`src/rtl/rmgmt_mem_arbiter.sv`:
```
// Arbitrates RISC-MGMT and core data requests onto one bus master with
// latched transfer state, per-owner load data, a busy timeout and misalignment flagging.
module rmgmt_mem_arbiter #(
   parameter int TIMEOUT_CYCLES = 255
) (
   input  logic        CLK,
   input  logic        RST,
   input  logic        core_ren,
   input  logic        core_wen,
   input  logic [31:0] core_addr,
   input  logic [31:0] core_wdata,
   input  logic [3:0]  core_byte_en,
   output logic [31:0] core_rdata,
   output logic        core_busy,
   input  logic        req_mem,
   input  logic        mem_ren,
   input  logic        mem_wen,
   input  logic [31:0] mem_addr,
   input  logic [31:0] mem_store,
   output logic [31:0] mem_load,
   output logic        mem_busy,
   output logic        mem_misaligned,
   output logic        bus_ren,
   output logic        bus_wen,
   output logic [31:0] bus_addr,
   output logic [31:0] bus_wdata,
   output logic [3:0]  bus_byte_en,
   input  logic [31:0] bus_rdata,
   input  logic        bus_busy,
   output logic        bus_timeout
);

   localparam logic [1:0]  ST_IDLE   = 2'd0;
   localparam logic [1:0]  ST_XFER   = 2'd1;
   localparam logic [1:0]  ST_DONE   = 2'd2;
   localparam logic [1:0]  OWN_NONE  = 2'd0;
   localparam logic [1:0]  OWN_CORE  = 2'd1;
   localparam logic [1:0]  OWN_RMGMT = 2'd2;
   localparam logic [31:0] TMO_LIMIT = 32'(TIMEOUT_CYCLES);
   localparam logic        TMO_EN    = (TIMEOUT_CYCLES != 0);

   logic [1:0]  state_q, state_d;
   logic [1:0]  owner_q, owner_d;
   logic [31:0] addr_q, addr_d;
   logic [31:0] wdata_q, wdata_d;
   logic [3:0]  ben_q, ben_d;
   logic        ren_q, ren_d;
   logic        wen_q, wen_d;
   logic [31:0] cnt_q, cnt_d;
   logic [31:0] core_rdata_q, core_rdata_d;
   logic [31:0] mem_load_q, mem_load_d;

   logic live_mem_s;
   logic core_req_s;
   logic misaligned_s;
   logic timeout_s;

   assign live_mem_s   = req_mem & (mem_ren | mem_wen);
   assign core_req_s   = core_ren | core_wen;
   assign misaligned_s = (state_q == ST_IDLE) & live_mem_s & (mem_addr[1:0] != 2'b00);
   assign timeout_s    = TMO_EN & (state_q == ST_XFER) & bus_busy & (cnt_q == TMO_LIMIT);

   // Next-state: arbitration in IDLE, completion/timeout in XFER.
   always_comb begin
      state_d      = state_q;
      owner_d      = owner_q;
      addr_d       = addr_q;
      wdata_d      = wdata_q;
      ben_d        = ben_q;
      ren_d        = ren_q;
      wen_d        = wen_q;
      cnt_d        = cnt_q;
      core_rdata_d = core_rdata_q;
      mem_load_d   = mem_load_q;
      case (state_q)
         ST_IDLE: begin
            cnt_d = 32'd0;
            if (live_mem_s) begin
               owner_d = OWN_RMGMT;
               if (misaligned_s) begin
                  mem_load_d = 32'd0;
                  state_d    = ST_DONE;
               end else begin
                  addr_d  = mem_addr;
                  wdata_d = mem_store;
                  ben_d   = 4'hF;
                  wen_d   = mem_wen;
                  ren_d   = mem_ren & ~mem_wen;
                  state_d = ST_XFER;
               end
            end else if (core_req_s) begin
               owner_d = OWN_CORE;
               addr_d  = core_addr;
               wdata_d = core_wdata;
               ben_d   = core_byte_en;
               wen_d   = core_wen;
               ren_d   = core_ren & ~core_wen;
               state_d = ST_XFER;
            end else begin
               owner_d = OWN_NONE;
            end
         end
         ST_XFER: begin
            if (timeout_s) begin
               if (owner_q == OWN_RMGMT) begin
                  mem_load_d = 32'd0;
               end else begin
                  core_rdata_d = 32'd0;
               end
               state_d = ST_DONE;
            end else if (!bus_busy) begin
               if (ren_q && (owner_q == OWN_RMGMT)) begin
                  mem_load_d = bus_rdata;
               end else if (ren_q) begin
                  core_rdata_d = bus_rdata;
               end else begin
                  mem_load_d = mem_load_q;
               end
               state_d = ST_DONE;
            end else begin
               cnt_d = cnt_q + 32'd1;
            end
         end
         ST_DONE: begin
            state_d = ST_IDLE;
         end
         default: begin
            state_d = ST_IDLE;
         end
      endcase
   end

   // State and datapath registers with synchronous reset.
   always_ff @(posedge CLK) begin
      if (RST) begin
         state_q      <= ST_IDLE;
         owner_q      <= OWN_NONE;
         addr_q       <= 32'd0;
         wdata_q      <= 32'd0;
         ben_q        <= 4'd0;
         ren_q        <= 1'b0;
         wen_q        <= 1'b0;
         cnt_q        <= 32'd0;
         core_rdata_q <= 32'd0;
         mem_load_q   <= 32'd0;
      end else begin
         state_q      <= state_d;
         owner_q      <= owner_d;
         addr_q       <= addr_d;
         wdata_q      <= wdata_d;
         ben_q        <= ben_d;
         ren_q        <= ren_d;
         wen_q        <= wen_d;
         cnt_q        <= cnt_d;
         core_rdata_q <= core_rdata_d;
         mem_load_q   <= mem_load_d;
      end
   end

   // The timeout cycle already drops the strobe so the bus sees the abort immediately.
   assign bus_ren        = (state_q == ST_XFER) & ren_q & ~timeout_s;
   assign bus_wen        = (state_q == ST_XFER) & wen_q & ~timeout_s;
   assign bus_addr       = addr_q;
   assign bus_wdata      = wdata_q;
   assign bus_byte_en    = ben_q;
   assign bus_timeout    = timeout_s;
   assign mem_misaligned = misaligned_s;
   assign core_rdata     = core_rdata_q;
   assign mem_load       = mem_load_q;
   assign core_busy      = core_req_s & ~((state_q == ST_DONE) & (owner_q == OWN_CORE));
   assign mem_busy       = live_mem_s & ~((state_q == ST_DONE) & (owner_q == OWN_RMGMT));

endmodule

```
`config.mk`:
```
export PLATFORM = sky130hd
export DESIGN_NAME = rmgmt_mem_arbiter
export DESIGN_NICKNAME = d
export VERILOG_FILES = /design/src/rtl/rmgmt_mem_arbiter.sv
export SDC_FILE = /design/constraint.sdc
export NUM_CORES = 1
export LEC_CHECK = 0
export ABC_CLOCK_PERIOD_IN_PS = 1990
export CAP_MARGIN = 40
export CORE_MARGIN = 3
export CORE_UTILIZATION = 38
export DETAILED_ROUTE_END_ITERATION = 8
export PLACE_DENSITY = 0.77
export SLEW_MARGIN = 20
export SYNTH_ARGS = -nofsm -noshare
export SYNTH_HDL_FRONTEND = slang
export SYNTH_SLANG_ARGS = --single-unit
export TNS_END_PERCENT = 30
```
`constraint.sdc`:
```
create_clock -name CLK -period 1.99 [get_ports CLK]
set_input_delay 0.398 -clock CLK [delete_from_list [all_inputs] [get_ports CLK]]
set_output_delay 0.398 -clock CLK [all_outputs]
set_load 0.1 [all_outputs]
```
==> run_results.csv, run 1 <==
group,metric,value,unit
status,outcome,"complete, but fails checks",
status,violations,"setup timing",
drt,dr_wl_met2,13200,um
synthesis,postSynthCellCount,847,
synthesis,synth_compound_area_share,19.1,%
sta,rsz0062_at_grt,"yes",
cells_and_area,layout.nets,1398,
drt,vias_per_cell,5.22,
critical_path,startpoint_type,"flop",
cells_and_area,layout.cells.non_filler,1467,
synthesis,synth_cell_type_count,43,
sta,fin_crit,2.55,ns
synthesis,yosysTopAreaCellShare,48.4,%
pwr,finalPower,10.5,mW
sta,fin_skew,0.0157,ns
sta,max_slew_margin,65.7,%
flow_run,maxCapViolations,0,
floorplanning,die_x,142,um
critical_path,timing.critical_path.buf_inv,1,
critical_path,crit_family,"simple AND/OR/NAND/NOR gates",
cts,cts_root_buf,"clkbuf_16",
critical_path,critPathCaptureType,"output pin",
drt,drc,0,
floorplanning,fp.dieArea,20200,um^2
cells_and_area,area_growth,70.9,%
critical_path,cpMaxStageDelayCell,"or4_4",
critical_path,worst_path_largest_cell_delay,0.48,ns
synthesis,synth_fp_nets,1020,
sta,fmax,393,MHz
critical_path,cp_max_fo,3,
floorplanning,row_count,49,
synthesis,synth_top_family_by_area,"simple AND/OR/NAND/NOR gates",
cts,clkTransAtPathRegs,0.08,ns
synthesis,ys.flop_type,"dfxtp_1",
drt,num_vias,7661,
sta,worstMarginPinSlew,0.512,ns
cts,clockBufferDepth,2,
drt,highest_layer,"met5",
global_routing,grt_pass1_vias,7635,
cts,cts_buffers,17,
pwr,power.static_leakage,4.82,nW
synthesis,yosysWarningCount,0,
synthesis,synth_area_per_cell,8.30,um^2
cts,cts_tree,"yes",
drt,firstDrtPassIters,4,
cts,clock_latency,0.43,ns
cts,clkSinkCount,170,
drt,wl_met1,10100,um
cells_and_area,drive_gt1_share,27.5,%
worst_hold_path,hp-class,"reg -> reg",
drt,wl_met3,2090,um
synthesis,ys_top_cells_by_area,"dfxtp_1, nand2_1, a311oi_1, nor2_1, a22o_1",
drt,finalWirelength,25700,um
placement,post-place-cells,1418,
drt,ant_nets,0,
pwr,power_density,873,nW/um^2
global_routing,grt_max_degree,83,
placement,dpl_cell_area,10900,um^2
global_routing,track_usage,24.0,%
floorplanning,start_util,38.9,%
synthesis,seq_area_frac_synth,48.4,%
synthesis,yosys-top-cells-count,"dfxtp_1, nand2_1, nor2_1",
placement,post-dp-hpwl,17900,um
critical_path,critical_path_class,"reg -> out",
floorplanning,boundaryPins,310,
sta,hold_viol,0,
placement,pre_cts_ws,-0.377,ns
sta,setup_viol,76,
synthesis,synth_area_leader_cell,"dfxtp_1",
global_routing,grt_overflow,0,
sta,slew_viol_final,0,
sta,layout_setup_ws,-0.557,ns
floorplanning,die_h,142,um
cells_and_area,final_util,66.5,%
critical_path,crit_required,1.59,ns
synthesis,synthAdderAreaFrac,0.178,%
critical_path,critPathArrivalTime,2.15,ns
synthesis,async_flop_share,0,%
synthesis,muxShareOfSynthArea,0,%
cells_and_area,diodes,0,
synthesis,synth_xor_area_share,2.74,%
pwr,irDropWorstVdd,0.590,mV
global_routing,antenna_found_initial,1,
cells_and_area,fin_area,12000,um^2
global_routing,grt_pass1_wl,39200,um
synthesis,synthSimpleGateAreaFrac,25.3,%
drt,drt_iter0_drc,374,
placement,port_buffers,309,
critical_path,crit_path_cell_trace,"nor4_4 > nand4_1 > or4_4 > and3_4 > buf_12",
sta,fin_crit_sh,128,%
floorplanning,core_area,18100,um^2
cts,htreeDepth,4,
synthesis,synth.most_common_cell,"dfxtp_1",
synthesis,synth-edff-count,0,
placement,gp_congestion,0.847,
synthesis,synth_area,7030,um^2
synthesis,ys_ff_latch,170,
drt,wl_per_cell,17.5,um
## layout by cell type (no fill, tap or decap), types with 17 or more instances in the layout
cell,instances
buf_4,219
clkdlybuf4s50_1,170
dfxtp_1,158
nand2_1,149
nor2_1,109
a311oi_1,62
nand3_1,45
a21oi_1,45
a22o_1,32
nand2b_1,31
clkbuf_16,21
buf_12,18
xnor2_1,17
## metal layers
metal  vias to the layer above  global-route usage [%]
met3                        24                    7.66
met4                         2                    5.51
met5                         -                       0
met1                      3592                    27.8
li1                       3754                       -
met2                       289                    43.1
## final cells by class
cell class,count,area [um^2]
Clock inverter,15,216
Sequential cell,170,3420
Timing Repair Buffer,423,4030
Tap cell,229,287
Inverter,11,41.3
Clock buffer,17,425
Fill cell,1450,6070
Multi-Input combinational cell,602,3600
## final timing paths
kind                    start           end  slack [ns]  cells after the start
setup / recovery    cnt_q[21]       bus_ren       -0.56                      5
hold / removal    bus_addr[0]   bus_addr[0]        0.47                      2
setup reg to reg    cnt_q[21]  mem_load[30]       -0.38                     11
hold reg to reg   bus_addr[0]   bus_addr[0]        0.47                      2
## sequential cells by signal, summed over array words and instances (netlist names)
register     cells
bus_addr        32
bus_wdata       32
cnt_q           32
core_rdata      32
mem_load        32
bus_byte_en      4
owner_q          2
state_q          2
ren_q            1
wen_q            1
## power by group
part           internal, mW  switching (mW)  total (mW)
combinational         0.969            2.28        3.25
clock                  1.75            1.73        3.49
sequential             3.62           0.133        3.75
## tightest hold or removal path, stage by stage (launching register included)
cell     delay (ns)
dfxtp_1        0.32
nand2_1        0.05
a21oi_1        0.05
## kinds of logic after synthesis
logic type | Yosys count
buffers and inverters | 75
DFF | 170
xor gates and xnor gates | 22
adders and majority gates | 1
AOI/OAI and AO/OA | 181
and+or+nand+nor | 398
## repair_timing
action                     in CTS  in global routing
gates cloned                    4                  5
buffers inserted                5                  4
hold buffers                    0                  0
resized for setup              29                 29
pin swaps                      20                 42
setup endpoints to repair      81                 86
## metrics by stage
stage / hold WS, ns / setup TNS, ns
global route: 0.486 / -28.66
detailed placement: 0.454 / -39.56
CTS: 0.464 / -20.21
floorplan: 0.445 / -12.61
finish: 0.465 / -22.54
global placement: 0.439 / -32.49
No activity file was read; power rests on OpenSTA's default activity.
==> run 2: changes to the inputs <==
- MAX_ROUTING_LAYER: not set -> met4
- SLEW_MARGIN: 20 -> 5
==> run_results.csv, run 2 (synthesis results as in run 1) <==
group,metric,value,unit
status,outcome,"complete, but fails checks",
status,violations,"setup timing",
sta,fin_setup_tns,-22.24,ns
drt,wl_met1,10300,um
placement,post-dp-hpwl,17900,um
placement,gp_congestion,0.860,
drt,wl_per_cell,17.5,um
cells_and_area,layout.cells.non_filler,1468,
placement,pre_cts_ws,-0.377,ns
sta,rsz0062_at_grt,"yes",
global_routing,grt_pass1_wl,39000,um
critical_path,worst_path_largest_cell_delay,0.48,ns
global_routing,antenna_found_initial,1,
sta,worstMarginPinSlew,0.530,ns
sta,setup_viol,76,
floorplanning,row_count,49,
cts,cts_buffers,17,
cts,htreeDepth,4,
drt,wl_met3,1830,um
sta,slew_viol_final,0,
critical_path,cpMaxStageDelayCell,"or4_4",
cts,clkTransAtPathRegs,0.07,ns
drt,ant_nets,0,
cells_and_area,fin_area,12000,um^2
drt,highest_layer,"met4",
global_routing,grt_pass1_vias,7658,
cells_and_area,drive_gt1_share,27.5,%
global_routing,grt_max_degree,83,
cts,cts_tree,"yes",
drt,dr_wl_met2,13200,um
cells_and_area,area_growth,70.9,%
global_routing,grt_overflow,0,
drt,finalWirelength,25700,um
drt,drt_iter0_drc,301,
pwr,irDropWorstVdd,0.588,mV
critical_path,worstReg2RegEnd,"core_rdata[8]",
critical_path,critPathArrivalTime,2.14,ns
global_routing,track_usage,24.7,%
drt,drc,0,
cts,clock_latency,0.43,ns
cells_and_area,most-common-layout-cells,"buf_4, clkdlybuf4s50_1, dfxtp_1",
floorplanning,boundaryPins,310,
cells_and_area,mostFrequentLayoutCell,"buf_4",
placement,port_buffers,309,
cts,cts_root_buf,"clkbuf_16",
sta,hold_viol,0,
pwr,power.switching,4.15,mW
critical_path,crit_required,1.59,ns
critical_path,critPathCaptureType,"output pin",
placement,post-place-cells,1418,
floorplanning,core_area,18100,um^2
floorplanning,fp.dieArea,20200,um^2
critical_path,rrSetupSlack,-0.37,ns
pwr,clkPwrFrac,33.3,%
sta,timing.hold.ws,0.461,ns
pwr,pwr-share-comb,30.9,%
worst_hold_path,hp-class,"reg -> reg",
sta,layout_setup_ws,-0.552,ns
critical_path,cp-endpoint,"bus_ren",
drt,firstDrtPassIters,4,
pwr,seqPwrFrac,35.8,%
critical_path,timing.rr.start,"cnt_q[21]",
cts,clockBufferDepth,2,
critical_path,critical_path_class,"reg -> out",
sta,fin_crit_sh,128,%
pwr,power.static_leakage,4.82,nW
critical_path,startpoint_type,"flop",
cts,clkSinkCount,170,
sta,fin_skew,0.0181,ns
pwr,internal_power,6.34,mW
floorplanning,start_util,38.9,%
pwr,power_density,873,nW/um^2
floorplanning,die_h,142,um
critical_path,ff2ff_path_depth,10,
critical_path,crit_path_cell_trace,"nor4_4 > nand4_1 > or4_4 > and3_4 > buf_12",
sta,fin_crit,2.54,ns
worst_hold_path,hp-start,"bus_addr[0]",
drt,num_vias,7692,
flow_run,maxCapViolations,0,
placement,dpl_cell_area,10900,um^2
pwr,netSwitchingFraction,39.6,%
sta,fmax,393,MHz
sta,max_slew_margin,64.5,%
critical_path,crit_path_start,"cnt_q[21]",
critical_path,cp_max_fo,3,
floorplanning,die_x,142,um
cells_and_area,layout.nets,1398,
drt,vias_per_cell,5.24,
run 2: final cells by class:
type                    instances  area, um^2
clock inverters                15         216
diodes                          1        2.50
inverters                      11        41.3
repair buffers                423        4030
clock buffers                  17         425
multi-input cells             602        3600
fillers                      1450        6060
well taps                     229         287
flip-flops and latches        170        3420
run 2: worst max-delay path, delay by kind of cell, from the launching register on:
family,cells,cell delay (ns)
simple gates,4,1.22
flops,1,0.34
buf+inv,1,0.16
run 2: what timing repair did:
action | CTS | global route
pin swaps | 20 | 43
endpoints found under the hold margin | 0 | 0
setup endpoints to repair | 81 | 86
gates resized for setup | 29 | 29
cloned | 4 | 5
hold buffers | 0 | 0
buffers inserted | 5 | 4
run 2: worst min-delay path by stage:
stage	end	slack [ns]	cells past startpoint
global route	core_rdata[9]	0.49	2
finish	bus_addr[0]	0.46	2
CTS	bus_addr[0]	0.46	2
global placement	bus_addr[0]	0.44	2
floorplan	owner_q[1]	0.44	2
detailed placement	bus_addr[0]	0.45	2
run 2: per-layer routing:
metal / track usage, % / vias to the layer above
met5: - / -
met1: 28.3 / 3629
met2: 43.3 / 277
met4: 5.76 / 0
li1: - / 3760
met3: 6.38 / 26
run 2: power groups by stage:
| stage | sequential, mW | combinational, mW | clock (mW) |
|---|---|---|---|
| floorplan | 5.28 | 0.687 | 0 |
| global placement | 3.82 | 3.19 | 0 |
| detailed placement | 3.82 | 3.21 | 0 |
| CTS | 3.75 | 3.24 | 3.55 |
| global route | 3.78 | 3.40 | 3.68 |
| finish | 3.75 | 3.25 | 3.49 |
run 2: metrics by stage:
step,total power [mW],util [%]
floorplan,5.97,-
global placement,7.01,60.0
detailed placement,7.04,60.0
CTS,10.5,65.1
global route,10.9,66.5
finish,10.5,66.5
==> run 3: changes to the inputs <==
- CAP_MARGIN: 40 -> 20
- CTS_CLUSTER_SIZE: not set -> 30
==> results of run 3 <==
The final DEF is identical to that of run 2; final timing and power are the same.
